**src/rtl/servo_pd_sequencer.sv**
```systemverilog
// Servo PD loop sample scheduler: sensor request, term-unit compute pulse, saturated u to PWM.
// Optional deadband on u when SERVO_SEQ_DEADBAND_EN is defined.
module servo_pd_sequencer #(
    parameter int SAMPLE_DIV = 50000,
    parameter int TERM_LAT   = 1,
    parameter int Y_TIMEOUT  = 255,
    parameter int SHIFT      = 6,
    parameter int UW         = 12,
    parameter int DEADBAND   = 4
) (
    input  logic                 clk,
    input  logic                 rst,
    input  logic                 en,
    output logic                 yk_req,
    input  logic signed [8:0]    yk_in,
    input  logic                 yk_in_valid,
    output logic signed [8:0]    yk,
    output logic signed [8:0]    yk1,
    output logic                 compute,
    input  logic signed [18:0]   pk,
    input  logic signed [18:0]   dk,
    output logic signed [UW-1:0] u,
    output logic                 u_valid,
    output logic                 busy,
    output logic                 overrun,
    output logic                 fault
);

    localparam int CW = (SAMPLE_DIV > 1) ? $clog2(SAMPLE_DIV) : 1;
    localparam int TW = $clog2(Y_TIMEOUT + 1);
    localparam int LW = 4;

    localparam logic [2:0] S_IDLE      = 3'd0;
    localparam logic [2:0] S_REQ       = 3'd1;
    localparam logic [2:0] S_WAIT_Y    = 3'd2;
    localparam logic [2:0] S_COMPUTE   = 3'd3;
    localparam logic [2:0] S_WAIT_TERM = 3'd4;
    localparam logic [2:0] S_SUM       = 3'd5;

    localparam int                 U_MAX_I = 2 ** (UW - 1) - 1;
    localparam logic signed [19:0] U_MAX   = 20'(U_MAX_I);
    localparam logic signed [19:0] U_MIN   = 20'(-U_MAX_I - 1);

    logic [2:0]           state_q, state_d;
    logic [CW-1:0]        cnt_q, cnt_d;
    logic [TW-1:0]        tmo_q, tmo_d;
    logic [LW-1:0]        lat_q, lat_d;
    logic                 prime_q, prime_d;
    logic signed [8:0]    yk_q, yk_d;
    logic signed [8:0]    yk1_q, yk1_d;
    logic signed [UW-1:0] u_q, u_d;
    logic                 overrun_q, overrun_d;
    logic                 fault_q, fault_d;

    logic                 tick;
    logic signed [19:0]   s_diff;
    logic signed [19:0]   t_shift;
    logic signed [19:0]   t_sat;
    logic signed [UW-1:0] u_next;

    assign tick = en && (cnt_q == CW'(SAMPLE_DIV - 1));

    always_comb begin
        s_diff  = {pk[18], pk} - {dk[18], dk};
        t_shift = s_diff >>> SHIFT;
        if (t_shift > U_MAX) begin
            t_sat = U_MAX;
        end else if (t_shift < U_MIN) begin
            t_sat = U_MIN;
        end else begin
            t_sat = t_shift;
        end
        u_next = t_sat[UW-1:0];
`ifdef SERVO_SEQ_DEADBAND_EN
        if ((t_sat > -20'(DEADBAND)) && (t_sat < 20'(DEADBAND))) begin
            u_next = '0;
        end
`endif
    end

    always_comb begin
        state_d   = state_q;
        cnt_d     = (!en || tick) ? '0 : cnt_q + CW'(1);
        tmo_d     = tmo_q;
        lat_d     = lat_q;
        prime_d   = prime_q;
        yk_d      = yk_q;
        yk1_d     = yk1_q;
        u_d       = u_q;
        fault_d   = fault_q;
        // A tick landing on the SUM cycle starts the next sample, so it is not an overrun.
        overrun_d = overrun_q | (tick && (state_q != S_IDLE) && (state_q != S_SUM));

        case (state_q)
            S_IDLE: begin
                if (tick) state_d = S_REQ;
            end
            S_REQ: begin
                tmo_d   = '0;
                state_d = S_WAIT_Y;
            end
            S_WAIT_Y: begin
                if (yk_in_valid) begin
                    yk_d    = yk_in;
                    yk1_d   = prime_q ? yk_q : yk_in;
                    prime_d = 1'b1;
                    state_d = S_COMPUTE;
                end else if (tmo_q == TW'(Y_TIMEOUT - 1)) begin
                    fault_d = 1'b1;
                    state_d = S_IDLE;
                end else begin
                    tmo_d = tmo_q + TW'(1);
                end
            end
            S_COMPUTE: begin
                lat_d   = '0;
                state_d = S_WAIT_TERM;
            end
            S_WAIT_TERM: begin
                // pk/dk become valid on the last WAIT_TERM cycle; u is latched here so
                // that u_valid (the SUM cycle) lands TERM_LAT+1 cycles after compute.
                if (lat_q == LW'(TERM_LAT - 1)) begin
                    u_d     = u_next;
                    state_d = S_SUM;
                end else begin
                    lat_d = lat_q + LW'(1);
                end
            end
            S_SUM: begin
                state_d = tick ? S_REQ : S_IDLE;
            end
            default: begin
                state_d = S_IDLE;
            end
        endcase

        if (!en) prime_d = 1'b0;
    end

    always_ff @(posedge clk or posedge rst) begin
        if (rst) begin
            state_q   <= S_IDLE;
            cnt_q     <= '0;
            tmo_q     <= '0;
            lat_q     <= '0;
            prime_q   <= 1'b0;
            yk_q      <= '0;
            yk1_q     <= '0;
            u_q       <= '0;
            overrun_q <= 1'b0;
            fault_q   <= 1'b0;
        end else begin
            state_q   <= state_d;
            cnt_q     <= cnt_d;
            tmo_q     <= tmo_d;
            lat_q     <= lat_d;
            prime_q   <= prime_d;
            yk_q      <= yk_d;
            yk1_q     <= yk1_d;
            u_q       <= u_d;
            overrun_q <= overrun_d;
            fault_q   <= fault_d;
        end
    end

    assign yk_req  = (state_q == S_REQ);
    assign compute = (state_q == S_COMPUTE);
    assign u_valid = (state_q == S_SUM);
    assign busy    = (state_q != S_IDLE);
    assign yk      = yk_q;
    assign yk1     = yk1_q;
    assign u       = u_q;
    assign overrun = overrun_q;
    assign fault   = fault_q;

endmodule
```
**config.mk**
```make
export PLATFORM = sky130hd
export DESIGN_NAME = servo_pd_sequencer
export DESIGN_NICKNAME = d
export VERILOG_FILES = /design/src/rtl/servo_pd_sequencer.sv
export SDC_FILE = /design/constraint.sdc
export NUM_CORES = 1
export LEC_CHECK = 0
export BUFFER_PORTS_ARGS = -buffer_cell sky130_fd_sc_hd__buf_2
export CAP_MARGIN = 20
export CORE_ASPECT_RATIO = 1.25
export CORE_UTILIZATION = 55
export CTS_CLUSTER_DIAMETER = 50
export DETAILED_ROUTE_END_ITERATION = 10
export PLACE_DENSITY = 0.81
export SETUP_SLACK_MARGIN = 0.02
export SYNTH_ARGS = -nofsm -noshare
export SYNTH_HDL_FRONTEND = slang
export SYNTH_SLANG_ARGS = --single-unit
```
**constraint.sdc**
```tcl
create_clock -name clk -period 2.69 [get_ports clk]
set_input_delay 0.269 -clock clk [delete_from_list [all_inputs] [get_ports clk]]
set_output_delay 0.269 -clock clk [all_outputs]
set_load 0.05 [all_outputs]
```
# Word level (Yosys, flattened, before mapping)
# Cells that the tools add are included.
# Widths: inputs -> output; s select.
dict set report word_totals {
  reg_bits 64
  input_bits 51
  out_inout_bits 36
  wordCells 69
}
dict set report classes {
  add_sub_neg 4
  order_cmp 2
  n_eq_ne 16
  muxes 18
  bitwise 2
  reduce_logical 17
}
# op count
set ops {}
lappend ops {{$mux 12} 2}
lappend ops {{$sub 19x19->20} 1}
lappend ops {{$pmux 3 s6} 1}
lappend ops {{$add 16x1->16 const B} 1}
lappend ops {{$eq 16x16->1 const B} 1}
lappend ops {{$mux 16} 1}
lappend ops {{$mux 8} 2}
lappend ops {{$pmux 8 s2} 1}
lappend ops {{$gt 14x12->1 const B} 1}
lappend ops {{$lt 14x12->1 const B} 1}
lappend ops {{$mux 3} 4}
lappend ops {{$ne 2x2->1 const B} 5}
lappend ops {{$mux 9} 1}
lappend ops {{$reduce_and 3->1} 3}
lappend ops {{$add 8x1->8 const B} 1}
lappend ops {{$eq 8x8->1 const B} 1}
lappend ops {{$pmux 4 s2} 1}
lappend ops {{$reduce_and 2->1} 4}
lappend ops {{$eq 3x2->1 const B} 2}
lappend ops {{$eq 3x3->1 const B} 2}
lappend ops {{$ne 3x3->1 const B} 2}
lappend ops {{$add 4x1->4 const B} 1}
lappend ops {{$logic_not 4->1} 1}
lappend ops {{$mux 1} 4}
lappend ops {{11 further kinds} 15}

# Logic depth before layout (Yosys ltp)
dict set report logic_depth {
  word_depth 5
  ltp_mapped 12
  ltp_nobuf 10
}

# Worst setup path before layout
# No wires, ideal clock.
dict set report synth_path {
  kind {input to register}
  start {input dk[6]}
  end {register u_q[2], in the netlist u[2]}
  setup_time_ns 0.095
  arrival_ns 2.333
  required_time_ns 2.595
  slack_ns 0.262
  cell_stages 11
  path_buffers 1
  path_cell_list {inv_1 ha_1 nand3_1 or3_4 o21a_4 o21ai_2 mux2_4 nand2_2 buf_4 a31oi_1 o31ai_1}
}
dict set report synth_via {
  elab_chain_cells 4
  elab_cells_between_ends 5
}
# element line
set synth_rtl {}
lappend synth_rtl {{start: declaration} 21} ;# input logic signed [18:0] dk,
lappend synth_rtl {{$sub 19x19->20 (*)} 64} ;# s_diff = {pk[18], pk} - {dk[18], dk};
lappend synth_rtl {{$lt 14x12->1} 68} ;# end else if (t_shift < U_MIN) begin
lappend synth_rtl {{$mux 12} 68}
lappend synth_rtl {{$mux 12 (*)} 66} ;# if (t_shift > U_MAX) begin
lappend synth_rtl {{end signal: assignment} 160} ;# u_q <= u_d;
lappend synth_rtl {{end: declaration} 51} ;# logic signed [UW-1:0] u_q, u_d;
# Mark *: on every way between the ends. The rest lies on a longest branch, timed or not.
# A chain may end at the register's enable or synchronous reset.

# Final worst setup path
dict set report layout_path {
  start {input dk[6]}
  end {register u_q[9], in the netlist u[9]}
}
# The elaborated chain is that of the path after synthesis.

==> results.yml <==
timing:
  fin_worst_skew_ps: 7.098
  finalCriticalPeriod_ps: 2388
  slew_violations: 0
  rsz0062_at_grt: "false"
  hold_violations: 0
  setup_viol: 0
  fin_tns_setup_ps: 0
  period_share_pct: 88.77
  timing.hold.ws_ps: 14.34
  worst-slew-pin-transition_ps: 658.5
  slew_headroom_pct: 56.04
  clock.fmax_mhz: 418.8
critical_path:
  ff2ff_path_depth: 7
  startpoint_type: "primary input"
  required_ps: 2910
  slowest_delay_ps: 370
  cp_slowest_cell: "o41ai_1"
  path_max_fanout: 16
  cp.arrival_ps: 2600
  rrSetupSlack_ps: 430
  r2r-end: "u[6]$_DFFE_PP0P_"
  worst_setup_path_endpoint: "u[9]$_DFFE_PP0P_"
  end_kind: "flip-flop"
  startpoint: "dk[6]"
  critPathKind: "primary input to flip-flop"
  r2r-start: "lat_q[0]$_DFFE_PP0P_"
  crit_chain: "buf_2 > inv_1 > ha_1 > nand3_1 > or3_4 > o21a_4 > o21ai_2 > mux2_4 > nand2_2 > a21oi_1 > o41ai_1"
detailed_routing:
  wire_per_inst_um: 14.30
  finalWirelength_um: 8963
  detail-route-antenna-nets: 0
  first_iter_violations: 150
  via_count: 3569
  vias_per_cell: 5.692
  remaining_drc_errors: 0
  dr.pass1.iters: 4
pwr:
  peakVddDrop_uv: 645.6
  p_per_area_mw_per_mm2: 935.8
  p_seq_share_pct: 32.7
  p_switching_mw: 2.107
  power_frac_clock_pct: 19.1
  swShare_pct: 47.09
  p_comb_share_pct: 48.2
  p_leak_nw: 2.304
  p_int_mw: 2.368
min_path:
  min_path_type: "primary input to async pin"
cts:
  clk_latency_ps: 340
  ctsHoldBuffers: 0
  cts_tree: "yes"
  clk_pin_slew_worst_paths_ps: 70
  cts_setup_buffers: 0
  cts.path.max_buffers: 2
  cts_root_buffer: "clkbuf_8"
  cts_sinks: 64
  cts_resized: 0
  cts_buffers: 9
  htree_num_levels: 3
placed_design:
  port_buffers: 86
  place.gp.congestion: 0.8429
  hpwlAfterDp_um: 6752
logic_synthesis:
  synth_warnings: 0
  ys_seq_area_share_pct: 40.01
  synth_nets: 513
  synth_cell_types: 55
  syn_avg_cell_area_um2: 9.118
  syn_inst: 439
  synth-seq-cells: 64
  netlist_area_mm2: 0.004003
  synth-edff-count: 0
  synth_ff_type: "dfrtp_1"
  synth-async-reset-ratio_pct: 100.0
cells_and_area:
  area_growth_pct: 19.47
  diodes: 0
  regArea_mm2: 0.001602
  drive_above_1_share_pct: 26.26
  multi_input_area_mm2: 0.002211
  fillers: 570
  final_nets: 607
grt:
  grt_usage_pct: 24.59
  antenna_found_initial: 0
  grt_max_degree: 34
  grt-ovfl-total: 0
  grt_pass1_vias: 3503
  grt_first_pass_wirelength_um: 14770
floorplan:
  die_h_um: 97.38
  fp.dieArea_mm2: 0.007624
  row_count: 34
  ioPinCount: 87
  die_w_um: 78.30
  start_util_pct: 57.02
  core_area_mm2: 0.007019
outcome:
  status: "finished, final reports clean"
run:
  cap_violations: 0
## flip-flops by register name, summed over array words and instances, names as in the netlist
name	cells
prime_q	1
fault	1
lat_q	4
u	12
state_q	3
yk	9
tmo_q	8
yk1	9
cnt_q	16
overrun	1
## power groups by stage
| stage | combinational [mW] | clock (mW) | sequential, mW |
|---|---|---|---|
| 6_report | 2.16 | 0.853 | 1.46 |
| 5_1_grt | 2.29 | 0.897 | 1.50 |
| 4_1_cts | 2.16 | 0.865 | 1.46 |
| 3_5_place_dp | 2.15 | 0 | 1.48 |
| 3_3_place_gp | 2.10 | 0 | 1.46 |
| 2_1_floorplan | 0.899 | 0 | 2.19 |
## final cells by class
type	instances	share of cell area, %
inverter	31	2.433
clock inverter	3	0.8373
tap	90	2.355
clock buffer	12	3.454
multi-input combinational	327	46.23
timing repair buffer	100	11.20
sequential	64	33.49
## worst max-delay path, delay by kind of cell
| kind | cells | cell delay [ps] |
|---|---|---|
| AOI/OAI and AO/OA | 4 | 920 |
| and+or+nand+nor | 3 | 650 |
| buffers and inverters | 2 | 110 |
| adders and majority gates | 1 | 310 |
| muxes | 1 | 350 |
## worst min path at each step
stage / startpoint / to / slack, ps / depth (start not counted)
after floorplan: en / prime_q$_DFFE_PP0P_ / 390 / 1
after global routing: rst / cnt_q[6]$_DFF_PP0_ / 90 / 2
after global placement: rst / overrun$_DFF_PP0_ / 400 / 2
final: rst / yk1[7]$_DFFE_PP0P_ / 10 / 2
after CTS: rst / yk1[7]$_DFFE_PP0P_ / 40 / 2
after detailed placement: rst / cnt_q[6]$_DFF_PP0_ / 410 / 2
## per-stage QoR
stage / worst slack, ps / utilization (%) / power (mW) / instance area (µm²) / std cells
after floorplan: 261.9 / - / 3.094 / 4003 / 439
after global routing: 191.6 / 68.13 / 4.690 / 4782 / 627
after CTS: 304.7 / 68.13 / 4.489 / 4782 / 627
final: 302.1 / 68.13 / 4.475 / 4782 / 627
after detailed placement: 16.93 / 65.21 / 3.626 / 4577 / 612
after global placement: 91.66 / 65.21 / 3.564 / 4577 / 612
## cell families after synthesis
kind of cell / Yosys count / share of synthesized area, %
AOI/OAI and AO/OA: 96 / 16.38
buffers and inverters: 48 / 4.876
xor gates and xnor gates: 25 / 5.470
muxes: 21 / 5.721
DFF: 64 / 40.01
adders and majority gates: 24 / 7.440
and+or+nand+nor: 161 / 20.10
## cells in the mapped netlist, types with 3 or more instances
library cell	n	area share (%)
clkbuf_1	12	1.1
a21o_1	8	1.5
inv_1	31	2.9
a211oi_1	3	0.56
xnor2_1	12	2.6
dfrtp_1	64	40
and3_1	8	1.3
o31ai_1	4	0.75
nor2b_1	3	0.47
and2_1	3	0.47
nand3b_1	3	0.56
or2_2	3	0.47
or3_1	7	1.1
nand2_1	28	2.6
a21oi_1	39	4.9
o21ai_0	13	1.6
ha_1	23	7.2
mux2_2	11	3.1
nor3b_1	4	0.75
nand3_1	19	2.4
nor3_1	18	2.3
nand2b_1	3	0.47
nand4_1	11	1.7
nor2_1	44	4.1
o41ai_1	5	1.1
mux2i_1	9	2.3
xor2_1	13	2.8
o21a_1	4	0.75
## metal layers
metal  share of wire (%)  track usage [%]  routed length [µm]  vias to the layer above
met2                  54            44.94                4837                      105
met5                   0                0                   0                        -
met1                  40            26.57                3594                     1693
li1                    -                -                   -                     1746
met4                 2.9            14.10                 260                        0
met3                 3.0            3.380                 270                       25
## cell usage in the layout (no fill, tap or decap), types with 3 or more instances in the layout
cell	Yosys	final
nor2b_1	3	3
buf_4	2	14
nand2b_1	3	3
o41ai_1	5	5
nand2_1	28	28
mux2_2	11	11
o21ai_0	13	13
xor2_1	13	13
and3_1	8	8
nor3b_1	4	3
nor3_1	18	18
nor2_1	44	44
o21a_1	4	4
nand3b_1	3	3
buf_2	0	86
ha_1	23	23
and2_1	3	3
xnor2_1	12	12
dfrtp_1	64	64
nand3_1	19	19
a21o_1	8	8
a211oi_1	3	3
or3_1	7	7
mux2i_1	9	9
a21oi_1	39	39
o31ai_1	4	4
inv_1	31	30
or2_2	3	3
clkbuf_8	0	12
nand4_1	11	11
Power figures use the tool's default switching activity.
